File: src/rtl/fpnorm_pkg.sv
// fpnorm_pkg: shared types and constants for the FPU normalization sequencer.
package fpnorm_pkg;

    // Sequencer states
    typedef enum logic [2:0] {
        StIdle,
        StCheck,
        StShl,
        StShr,
        StZero,
        StDone
    } state_e;

    // Default exponent width and its two's-complement limits
    localparam int unsigned EXP_W_DEF = 8;
    localparam logic [EXP_W_DEF-1:0] EXP_MIN = {1'b1, {(EXP_W_DEF-1){1'b0}}};
    localparam logic [EXP_W_DEF-1:0] EXP_MAX = {1'b0, {(EXP_W_DEF-1){1'b1}}};

    // Width of the left-shift counter when it is exported
    localparam int unsigned SHCNT_W = 6;

endpackage

File: src/rtl/fpnorm_exp.sv
// fpnorm_exp: saturating two's-complement exponent register with load, +1 and -1.
module fpnorm_exp
    import fpnorm_pkg::*;
#(
    parameter int unsigned W = EXP_W_DEF
) (
    input  logic         clk_sys,
    input  logic         clr_,
    input  logic         load,
    input  logic [W-1:0] load_val,
    input  logic         inc,
    input  logic         dec,
    output logic [W-1:0] value,
    output logic         at_min,
    output logic         at_max
);

    localparam logic [W-1:0] ValMin = {1'b1, {(W-1){1'b0}}};
    localparam logic [W-1:0] ValMax = {1'b0, {(W-1){1'b1}}};

    logic [W-1:0] value_q;
    logic [W-1:0] value_d;

    assign at_min = (value_q == ValMin);
    assign at_max = (value_q == ValMax);
    assign value  = value_q;

    // Next value: load wins, otherwise step toward the limit without wrapping
    always_comb begin
        value_d = value_q;
        if (load) begin
            value_d = load_val;
        end else if (inc && !at_max) begin
            value_d = value_q + W'(1);
        end else if (dec && !at_min) begin
            value_d = value_q - W'(1);
        end
    end

    // Exponent register
    always_ff @(posedge clk_sys or negedge clr_) begin
        if (!clr_) begin
            value_q <= '0;
        end else begin
            value_q <= value_d;
        end
    end

endmodule

File: src/rtl/fpnorm.sv
// fpnorm: normalization sequencer for the FPU mantissa datapath.
// Optional build macro FPNORM_SHCNT_EN adds the shcnt output (left shifts performed).
module fpnorm
    import fpnorm_pkg::*;
#(
    parameter int unsigned EXP_W     = EXP_W_DEF,
    parameter int unsigned MAX_SHIFT = 39
) (
    input  logic             clk_sys,
    input  logic             clr_,
    input  logic             start,
    input  logic [EXP_W-1:0] exp_in,
    input  logic             t0_neq_t_1,
    input  logic             t0_neq_t1,
    input  logic             t0,
    input  logic             t_zero,
    output logic             sh_left,
    output logic             sh_right,
    output logic             clr_t,
    output logic             busy,
    output logic             done,
    output logic [EXP_W-1:0] exp_out,
    output logic             z_f,
    output logic             m_f,
    output logic             v_f
`ifdef FPNORM_SHCNT_EN
    ,
    output logic [SHCNT_W-1:0] shcnt
`endif
);

`ifdef FPNORM_SHCNT_EN
    localparam int unsigned CntW = SHCNT_W;
`else
    localparam int unsigned CntW = $clog2(MAX_SHIFT + 1);
`endif
    localparam logic [CntW-1:0]  CntMax   = {CntW{1'b1}};
    localparam logic [CntW-1:0]  CntLimit = CntW'(MAX_SHIFT);
    localparam logic [EXP_W-1:0] ExpMinW  = {1'b1, {(EXP_W-1){1'b0}}};

    state_e            state_q, state_d;
    logic [CntW-1:0]   cnt_q, cnt_d;
    logic              z_q, z_d;
    logic              m_q, m_d;
    logic              v_q, v_d;

    logic              exp_load;
    logic [EXP_W-1:0]  exp_load_val;
    logic              exp_inc;
    logic              exp_dec;
    logic [EXP_W-1:0]  exp_value;
    logic              at_min;
    logic              at_max;

    fpnorm_exp #(
        .W(EXP_W)
    ) u_exp (
        .clk_sys  (clk_sys),
        .clr_     (clr_),
        .load     (exp_load),
        .load_val (exp_load_val),
        .inc      (exp_inc),
        .dec      (exp_dec),
        .value    (exp_value),
        .at_min   (at_min),
        .at_max   (at_max)
    );

    // Commands decode from the registered state so reset kills them at once
    always_comb begin
        state_d      = state_q;
        cnt_d        = cnt_q;
        z_d          = z_q;
        m_d          = m_q;
        v_d          = v_q;
        sh_left      = 1'b0;
        sh_right     = 1'b0;
        clr_t        = 1'b0;
        done         = 1'b0;
        exp_load     = 1'b0;
        exp_load_val = exp_in;
        exp_inc      = 1'b0;
        exp_dec      = 1'b0;
        unique case (state_q)
            StIdle: begin
                if (start) begin
                    exp_load = 1'b1;
                    z_d      = 1'b0;
                    m_d      = 1'b0;
                    v_d      = 1'b0;
                    cnt_d    = '0;
                    state_d  = StCheck;
                end
            end
            StCheck: begin
                if (t0_neq_t_1) begin
                    state_d = StShr;
                end else if (t_zero || (cnt_q == CntLimit)) begin
                    state_d = StZero;
                end else if (t0_neq_t1) begin
                    state_d = StDone;
                end else begin
                    state_d = StShl;
                end
            end
            StShl: begin
                // Exponent already at its floor: give up and return zero
                if (at_min) begin
                    state_d = StZero;
                end else begin
                    sh_left = 1'b1;
                    exp_dec = 1'b1;
                    if (cnt_q != CntMax) begin
                        cnt_d = cnt_q + CntW'(1);
                    end
                    state_d = StCheck;
                end
            end
            StShr: begin
                sh_right = 1'b1;
                if (at_max) begin
                    v_d = 1'b1;
                end else begin
                    exp_inc = 1'b1;
                end
                state_d = StCheck;
            end
            StZero: begin
                clr_t        = 1'b1;
                exp_load     = 1'b1;
                exp_load_val = ExpMinW;
                z_d          = 1'b1;
                m_d          = 1'b0;
                state_d      = StDone;
            end
            StDone: begin
                done = 1'b1;
                if (!z_q) begin
                    m_d = t0;
                end
                state_d = StIdle;
            end
            default: begin
                state_d = StIdle;
            end
        endcase
    end

    // State, shift counter and result flags
    always_ff @(posedge clk_sys or negedge clr_) begin
        if (!clr_) begin
            state_q <= StIdle;
            cnt_q   <= '0;
            z_q     <= 1'b0;
            m_q     <= 1'b0;
            v_q     <= 1'b0;
        end else begin
            state_q <= state_d;
            cnt_q   <= cnt_d;
            z_q     <= z_d;
            m_q     <= m_d;
            v_q     <= v_d;
        end
    end

    assign busy    = (state_q != StIdle);
    assign exp_out = exp_value;
    assign z_f     = z_q;
    assign m_f     = m_q;
    assign v_f     = v_q;
`ifdef FPNORM_SHCNT_EN
    assign shcnt   = cnt_q;
`endif

endmodule

File: config.mk
export PLATFORM = sky130hd
export DESIGN_NAME = fpnorm
export DESIGN_NICKNAME = d
export VERILOG_FILES = /design/src/rtl/fpnorm_pkg.sv /design/src/rtl/fpnorm_exp.sv /design/src/rtl/fpnorm.sv
export SDC_FILE = /design/constraint.sdc
export NUM_CORES = 1
export LEC_CHECK = 0
export CORE_MARGIN = 2
export CORE_UTILIZATION = 38
export CTS_CLUSTER_SIZE = 28
export DETAILED_ROUTE_END_ITERATION = 16
export REMOVE_ABC_BUFFERS = 1
export SYNTH_ARGS = -nofsm -noshare
export SYNTH_HDL_FRONTEND = slang
export SYNTH_HIERARCHICAL = 1
export SYNTH_SLANG_ARGS = --single-unit
File: constraint.sdc
create_clock -name clk_sys -period 6.3 [get_ports clk_sys]
set_input_delay 0.63 -clock clk_sys [delete_from_list [all_inputs] [get_ports clk_sys]]
set_output_delay 0.63 -clock clk_sys [all_outputs]
set_load 0.1 [all_outputs]
==> impl_summary.txt <==
----------------------------------------------------
[Clock tree]
  # H-tree levels ... 1
  TritonCTS clock tree ... done
  Quantity of hold-fixing buffers added after cts ... 0
  Post-CTS Setup Inserts ... 0
  Clock Tree Root ... sky130_fd_sc_hd__clkbuf_8
  Num Clock Sinks ... 20
  Clock tree buffer depth ... 2
  Clock transition at the registers of the reported paths ... roughly 0.080 ns
  CTS buffer count ... 3
  Clock latency on the worst-skew pair ... 0.26 ns
  Post_cts resized ... 0

[STA]
  Final period util ... 51.7%
  Slew at the pin closest to its max-slew limit ... 0.993 ns
  Relative slew margins ... approximately 34%
  Layout Skew ... 0.00375 ns
  Setup repair after global routing missed its margin ... false
  Top achievable clock speed ... 307 MHz
  Final count of pins violating max slew ... 0
  Final Hold Viols ... 0
  Post-Route Setup TNS ... 0 ns
  Total of endpoints with negative setup slack in the final report ... 0
  Time the worst path needs with I/O delays and setup ... 3.26 ns

[Critical path]
  Crit end category ... primary output
  CP Data Required Time ... around 5.7 ns
  Cell count of the worst reg-to-reg path ... 11
  Data arrival, critical path ... 2.63 ns
  Reg2reg setup slack ... ~3.3 ns
  Maximum net fanout on the critical path ... 10
  Critical path start-end classification ... reg -> out
  Launching element type of the critical path ... flop

[Logic synthesis]
  Synth async-reset ratio ... 100%
  Number of flops mapped to enable cells by yosys ... 0
  Flip-flop cell with the highest count after synthesis ... sky130_fd_sc_hd__dfrtp_1
  Post-Synthesis Cell Area ... about 1500 sq um
  Register area share after synthesis ... 32.8%
  Average cell area after synthesis ... 9.07 sq um
  Flip-flop and latch count after synthesis ... 20
  Gate Count Post-Synth ... between 150 and 200
  Total of warnings raised by yosys ... 6
  Library cells used by synthesis ... 53

[Detailed routing]
  Count of vias placed by the detailed router ... 1318
  Total Routed Length ... ~3700 um
  DR WL/cell ... 14.9 um
  Number of detailed-routing iterations run before antenna repair ... 4
  Antenna violation net count after detailed routing ... 0
  DRC violations left ... 0
  Starting DRT DRC Count ... 68
  Per-cell via count in the routed design ... 5.34

[Placed design]
  Number of port buffers ... 30
  Routability cong. ... between 0.8 and 0.9
  Placed Cells incl. Taps ... 243
  Dpl hpwl ... about 2700 um

[Cells and area]
  NumNets Final ... 222
  Total of fill cells in the finished design ... 379
  Final non-filler cell total ... roughly 250
  Flip-flop and latch area ... 500 sq um
  Area growth, synth to finish ... 24.5%
  Antenna cell count ... 0
  Fraction of final layout cells sized beyond drive strength 1 ... 11.2%
  Combined area of the multi-input logic cells ... about 950 sq um

[GRT]
  Overflow left after global routing ... 0
  Top Usage Layer GRT ... met2
  Maximum number of pins on one net before global-route repair ... 21
  Global-route track usage on met1 ... a little over a fifth
  Number of global-route vias before repair ... between 1000 and 1500
  GRT Util Overall ... 17.7%
  Number of antenna violations at the first check in global routing ... 0
  Met2 Use GR ... a little under a third
  Global-route wire length before repair ... 6100 um
  Met3 track demand over resource in global routing ... 3.00%

[Die]
  Number of ports placed on the die boundary ... 31
  Area enclosed by the die boundary ... approximately 4500 sq um
  Floorplan die height ... 67.3 um
  Die outline width ... 67.3 um
  Starting utilization of the core area ... 38.7%
  Core Rows ... 23
  Core box area ... slightly below 4000 sq um

[Run]
  Max-capacitance violation count ... 0

[Worst hold path]
  Hold Path Stages ... 1
  Worst min-delay path class ... reg -> reg

[Status]
  Outcome ... finished clean

----------------------------------------------------
[final cells by class]
cell class	instances	share of cell area (%)
Multi-Input combinational cell	136	50.2
Sequential cell	20	26.4
Timing Repair Buffer	30	15.8
Tap cell	50	3.30
Clock buffer	4	2.90
Inverter	7	1.38
[final timing paths]
path,start,end
worst max register to register,state_q[1]$_DFFE_PN0N_,u_exp/value[7]$_DFFE_PN0P_
min in group asynchronous,clr_,cnt_q[4]$_DFFE_PN0P_
worst min-delay path,z_f$_DFFE_PN0P_,z_f$_DFFE_PN0P_
worst min register to register,z_f$_DFFE_PN0P_,z_f$_DFFE_PN0P_
max in group asynchronous,clr_,u_exp/value[3]$_DFFE_PN0P_
worst max-delay path,state_q[2]$_DFFE_PN0N_,clr_t
[flip-flops by register name (all words and copies together), names as in the netlist]
signal,count
state_q,3
z_f,1
m_f,1
cnt_q,6
v_f,1
u_exp/value,8
[critical path: stages (launching register included)]
cell                              delay [ns]
sky130_fd_sc_hd__dfrtp_1                0.49
sky130_fd_sc_hd__inv_1                  0.16
sky130_fd_sc_hd__nor3_4                 0.48
sky130_fd_sc_hd__clkdlybuf4s50_1        1.23
[metrics by stage]
stage,cell area [sq um],utilization [%],hold slack (ns),setup WS [ns]
2_1_floorplan,1480,-,0.334,1.49
3_3_place_gp,1840,46.7,0.484,3.34
3_5_place_dp,1840,46.7,0.493,3.33
4_1_cts,1900,48.1,0.512,3.03
5_1_grt,1900,48.1,0.553,2.91
6_report,1900,48.1,0.515,3.04
[kinds of logic (layout without fill, tap and decap cells)]
group / count (synthesis) / after routing / share of synthesized area (%)
fa+ha+maj: 9 / 9 / 7.88
compound gates: 39 / 39 / 17.0
flops: 20 / 20 / 32.8
simple gates: 74 / 74 / 28.2
xor+xnor: 6 / 6 / 3.45
mux: 8 / 8 / 5.99
buf+inv: 12 / 41 / 4.60
[cells in the mapped netlist, types with 3 or more instances]
cell type	n	area, sq um
sky130_fd_sc_hd__mux2_2	5	56.3
sky130_fd_sc_hd__nand2_1	12	45.0
sky130_fd_sc_hd__inv_1	7	26.3
sky130_fd_sc_hd__nor2b_1	10	62.6
sky130_fd_sc_hd__nand3_1	5	25.0
sky130_fd_sc_hd__or4_1	3	22.5
sky130_fd_sc_hd__o31ai_1	3	22.5
sky130_fd_sc_hd__ha_1	8	100
sky130_fd_sc_hd__dfrtp_1	20	500
sky130_fd_sc_hd__a21oi_1	13	65.1
sky130_fd_sc_hd__xnor2_1	5	43.8
sky130_fd_sc_hd__nor2_1	17	63.8
sky130_fd_sc_hd__o21ai_0	6	30.0
sky130_fd_sc_hd__nor3_1	3	15.0
sky130_fd_sc_hd__a21o_1	3	22.5
[per-layer routing]
layer  routed length [um]  vias up
met5                    0        -
met4                   12        0
met3                  145        4
met2                 1960       31
met1                 1550      615
li1                     -      668
[cells in the final DEF (no fill, tap or decap), drive strengths merged, types with 3 or more instances in the layout]
cell	synthesis	routed
nand2	13	13
clkdlybuf4s50	0	30
nor2	19	19
xnor2	5	5
dfrtp	20	20
mux2	6	6
o31ai	3	3
clkbuf	0	4
inv	7	7
nor3	4	4
or4	3	3
o21ai	8	8
nand3	5	5
a21oi	14	14
a21o	3	3
nor2b	12	12
ha	8	8
Power is left out: the tool's default activity adds up to more than one toggle a clock period on the data nets, which glitch-free logic cannot reach.
